==> src/rtl/pixel_block_assembler.sv <==
// pixel_block_assembler: packs a stream of 32-bit RGBA pixels into ping-pong blocks for the
// compressor. A frame-final partial block is padded by repeating its last real pixel.

package types;
  localparam int unsigned NumPix = 32;
  localparam int unsigned NumCh  = 4;

  typedef struct packed {
    logic [NumPix-1:0][NumCh-1:0][7:0] pixels;
  } pixels_t;
endpackage

module pixel_block_assembler #(
  parameter int unsigned NPIX = 32,
  parameter int unsigned NCH  = 4
) (
  input  logic                 clk,
  input  logic                 rst,
  input  logic                 pix_valid,
  input  logic [NCH*8-1:0]     pix_data,
  input  logic                 pix_last,
  output logic                 pix_ready,
  output logic                 blk_valid,
  input  logic                 blk_ready,
  output types::pixels_t       pixels,
  output logic                 blk_last,
  output logic [5:0]           blk_npix
);

  localparam int unsigned        IdxW    = $clog2(NPIX);
  localparam logic [IdxW-1:0]    LastIdx = IdxW'(NPIX - 1);

  typedef enum logic [0:0] {StFill, StPad} state_e;

  state_e               r_state;
  state_e               w_state_next;
  types::pixels_t       r_bank [2];
  logic [1:0]           r_full;
  logic [1:0]           r_last;
  logic [5:0]           r_npix [2];
  logic                 r_wb;
  logic                 r_rb;
  logic [IdxW-1:0]      r_idx;
  logic [NCH*8-1:0]     r_padpix;

  logic                 w_accept;
  logic                 w_drain;
  logic                 w_slot_last;
  logic                 w_fill_done;

  assign w_slot_last = (r_idx == LastIdx);
  assign w_accept    = pix_valid && pix_ready;
  assign w_drain     = blk_valid && blk_ready;

  assign blk_valid = r_full[r_rb];
  assign pixels    = r_bank[r_rb];
  assign blk_last  = r_last[r_rb];
  assign blk_npix  = r_npix[r_rb];

  // Next-state, input-side ready and bank-complete decode.
  always_comb begin
    w_state_next = r_state;
    pix_ready    = 1'b0;
    w_fill_done  = 1'b0;
    unique case (r_state)
      StFill: begin
        // Ready depends only on pre-edge state, so a same-cycle drain frees the bank next cycle.
        pix_ready = !rst && !r_full[r_wb];
        if (pix_valid && pix_ready) begin
          if (w_slot_last) begin
            w_fill_done = 1'b1;
          end else if (pix_last) begin
            w_state_next = StPad;
          end
        end
      end
      StPad: begin
        if (w_slot_last) begin
          w_fill_done  = 1'b1;
          w_state_next = StFill;
        end
      end
      default: w_state_next = StFill;
    endcase
  end

  // FSM state register.
  always_ff @(posedge clk) begin
    if (rst) begin
      r_state <= StFill;
    end else begin
      r_state <= w_state_next;
    end
  end

  // Bank storage, tags, full flags and fill/drain pointers.
  always_ff @(posedge clk) begin
    if (rst) begin
      r_bank[0] <= '0;
      r_bank[1] <= '0;
      r_npix[0] <= '0;
      r_npix[1] <= '0;
      r_full    <= '0;
      r_last    <= '0;
      r_wb      <= 1'b0;
      r_rb      <= 1'b0;
      r_idx     <= '0;
      r_padpix  <= '0;
    end else begin
      // Drain and fill-complete always target different banks, so both can land together.
      if (w_drain) begin
        r_full[r_rb] <= 1'b0;
        r_rb         <= !r_rb;
      end
      if (w_accept) begin
        r_bank[r_wb].pixels[r_idx] <= pix_data;
        r_idx                      <= r_idx + IdxW'(1);
        if (w_slot_last) begin
          r_npix[r_wb] <= 6'(NPIX);
          r_last[r_wb] <= pix_last;
        end else if (pix_last) begin
          // Repeating the last real pixel keeps per-channel min/max unchanged.
          r_padpix     <= pix_data;
          r_npix[r_wb] <= 6'(r_idx) + 6'd1;
          r_last[r_wb] <= 1'b1;
        end
      end else if (r_state == StPad) begin
        r_bank[r_wb].pixels[r_idx] <= r_padpix;
        r_idx                      <= r_idx + IdxW'(1);
      end
      if (w_fill_done) begin
        r_full[r_wb] <= 1'b1;
        r_wb         <= !r_wb;
        r_idx        <= '0;
      end
    end
  end

endmodule
==> config.mk <==
export PLATFORM = sky130hd
export DESIGN_NAME = pixel_block_assembler
export DESIGN_NICKNAME = d
export VERILOG_FILES = /design/src/rtl/pixel_block_assembler.sv
export SDC_FILE = /design/constraint.sdc
export NUM_CORES = 2
export LEC_CHECK = 0
export CAP_MARGIN = 20
export CORE_MARGIN = 8
export CORE_UTILIZATION = 40
export DETAILED_ROUTE_END_ITERATION = 16
export PLACE_DENSITY_LB_ADDON = 0.15
export SKIP_CTS_REPAIR_TIMING = 1
export SYNTH_ARGS = -nofsm -noshare
export SYNTH_HDL_FRONTEND = slang
export SYNTH_SLANG_ARGS = --single-unit
==> constraint.sdc <==
create_clock -name clk -period 4.52 [get_ports clk]
set_input_delay 0.904 -clock clk [delete_from_list [all_inputs] [get_ports clk]]
set_output_delay 0.904 -clock clk [all_outputs]
set_load 0.005 [all_outputs]
==> flow_summary.json <==
{
  "outcome": "complete, no violations",
  "period_share_pct": 96.7,
  "cts_buffers": 225,
  "synthCells": 7290,
  "slew_headroom_pct": 18.3,
  "clk_pin_slew_ns": 0.06,
  "grt-ovfl-total": 0,
  "critPathKind": "reg2out",
  "cts.sinks": 2105,
  "crit_path_end": "pixels[178]",
  "cp_max_fo": 40,
  "grt_pass1_vias": 64600,
  "yosysMostFrequentCell": "nor2_1",
  "hold_path_class": "reg2reg",
  "cp-end-kind": "primary output",
  "clk-insertion-delay-late_ns": 0.90,
  "ys_seq_area_share_pct": 64.4,
  "yosys.area.top_type": "edfxtp_1",
  "dp_hpwl_mm": 270,
  "worstReg2RegStart": "r_idx[0]",
  "crit_arrival_ns": 3.46,
  "syn-num-nets": 7333,
  "leakage_nw": 45.0,
  "min_period_ns": 4.37,
  "drive_gt1_share_pct": 21.2,
  "area_delta_synth_final_pct": 22.5,
  "ant_nets": 0,
  "cap_viol_max_count": 0,
  "via_count": 68200,
  "ios": 1070,
  "htreeDepth": 4,
  "clockBufferDepth": 3,
  "ir_drop_v": 0.000336,
  "drtPass1Iterations": 6,
  "cp-start-kind": "flop",
  "ys.warnings.count": 0,
  "maxSlewViolCount": 0,
  "drt_iter0_markers": 9856,
  "synth_top_area_share_pct": 63.5,
  "ys_top_cells_by_count": "2,062 x nor2_1, 2,060 x edfxtp_1, 1,032 x mux2_2",
  "ys_ff_latch": 2105,
  "ff2ff_setup_slack_ns": 0.79,
  "fin_skew_ns": 0.0529,
  "synthFlopType": "edfxtp_1",
  "ys_top_cells_by_area": "edfxtp_1 63%, mux2_2 12%, mux2i_1 11%",
  "grt_pass1_wl_mm": 569,
  "start_util_pct": 40.2,
  "syn_area_mm2": 0.0975,
  "reg2reg_to": "r_bank[0][122]",
  "grt_start_max_net_pins": 82,
  "power.total_mw": 44.2,
  "rows": 181,
  "via_per_inst": 5.90,
  "wl_per_cell_um": 37.4,
  "cts_root_buffer": "clkbuf_16",
  "port-buffer-count": 1069,
  "remaining_drc_errors": 0,
  "power.density_mw_per_mm2": 370,
  "die_area_mm2": 0.260,
  "synthDistinctLibCells": 48,
  "finalHoldViolCount": 0,
  "die_w_um": 510,
  "grtUsageTotal_pct": 32.0,
  "gp_congestion": 0.817,
  "tightest_slew_ns": 1.23,
  "ys_async_sr_fraction_pct": 0,
  "cts_tree": "built",
  "fmax_mhz": 229,
  "syn_avg_cell_area_um2": 13.4,
  "tns_ns": 0,
  "chipHeight_um": 510,
  "required_ns": 3.62,
  "nets": 8223,
  "r2r_cells": 7,
  "core_mm2": 0.243,
  "antenna_found_initial": 43,
  "rsz0062_at_grt": "false",
  "finalSetupViolations": 0,
  "synth_edf_count": 2060,
  "drt-total-wl_mm": 433
}
[layout make-up]
cell class	instances	area [um2]
sequential	2105	62900
antenna	6	15.0
clock buffer	274	5810
fill	21100	123000
multi-input combinational	4473	31900
tap	3202	4010
clock inverter	139	1400
timing repair buffer	1367	13300
inverter	8	30.0
[through the flow]
stage               cell area [um2]  worst slack [ns]  util (%)  std cells  hold slack [ns]
floorplan                     97500              1.52         -       7290            0.485
CTS                          119000            0.0797      49.1      11600            0.437
global route                 119000            0.0774      49.2      11600            0.484
detailed placement           112000             0.641      46.2      11200            0.521
finish                       119000             0.151      49.2      11600            0.530
global placement             112000             0.651      46.2      11200            0.516
[worst max-delay path, stage by stage (launching register included)]
cell and delay, ns:
dfxtp_4 0.85, buf_4 0.64, mux2_2 0.54, clkdlybuf4s50_1 0.50
[where the power goes]
| group | switching (mW) | total (mW) | internal, mW |
|---|---|---|---|
| Clock | 8.03 | 18.4 | 10.3 |
| Combinational | 2.22 | 3.42 | 1.20 |
| Sequential | 0.376 | 22.4 | 22.0 |
[metal layers]
layer | global-route usage (%) | routed length (um) | up-vias
li1 | - | - | 27600
met1 | 44.2 | 172000 | 35400
met2 | 49.5 | 194000 | 4533
met3 | 6.24 | 45800 | 666
met4 | 13.3 | 21700 | 8
met5 | 0 | 43 | -
[worst min-delay path by stage]
stage | start | to | slack (ns) | cells after the start
detailed placement | r_last[1] | r_last[1] | 0.52 | 2
floorplan | r_full[0] | r_full[0] | 0.49 | 2
global placement | r_last[0] | r_last[0] | 0.52 | 2
CTS | rst | r_padpix[16] | 0.44 | 2
finish | r_last[1] | r_last[1] | 0.53 | 2
global route | rst | r_padpix[16] | 0.48 | 2
[state kept, by name (all words and copies together) (netlist names), named ones only]
name      count
r_state       1
r_padpix     32
r_wb          1
r_last        2
r_rb          1
r_full        2
r_npix       12
r_bank     2048
r_idx         5
[cells in the final DEF, fill, tap and decap left out, types with 6 or more instances in the layout]
cell             Yosys  final
nand2_2              0     18
mux2i_1           1027   1027
nor2_1            2062   2062
buf_12               0     35
ha_1                 6      6
dfxtp_4              0     33
dfxtp_1             45     12
nand3_1             16      8
nor2_4               0     16
clkbuf_1           409     49
buf_4               52    293
diode_2              0      6
clkinv_16            0      6
nand2b_1            70     54
inv_1                8      8
and3_1               6      6
clkinv_2             0     36
clkbuf_16            0    225
clkdlybuf4s50_1      0   1036
nand2b_2             0     16
edfxtp_1          2060   2060
a21oi_1             42     42
a211oi_4             6      6
mux2_2            1032   1032
nand3_2              0      8
nand2_1            137    119
clkinv_1             0     62
bufinv_16            0     21
[cell families (layout without fill, tap and decap cells)]
logic type                 Yosys count  after routing  share of synthesized area (%)
and+or+nand+nor                   2340           2340                           9.42
DFF                               2105           2105                           64.4
muxes                             2060           2060                           22.5
buffers and inverters              712           1788                           3.15
AOI/OAI and AO/OA                   65             65                          0.465
adders and majority gates            6              6                         0.0770
xor gates and xnor gates             2              2                         0.0180
other                                0              6                              0
Note: power is estimated with default switching activity, not from simulation.
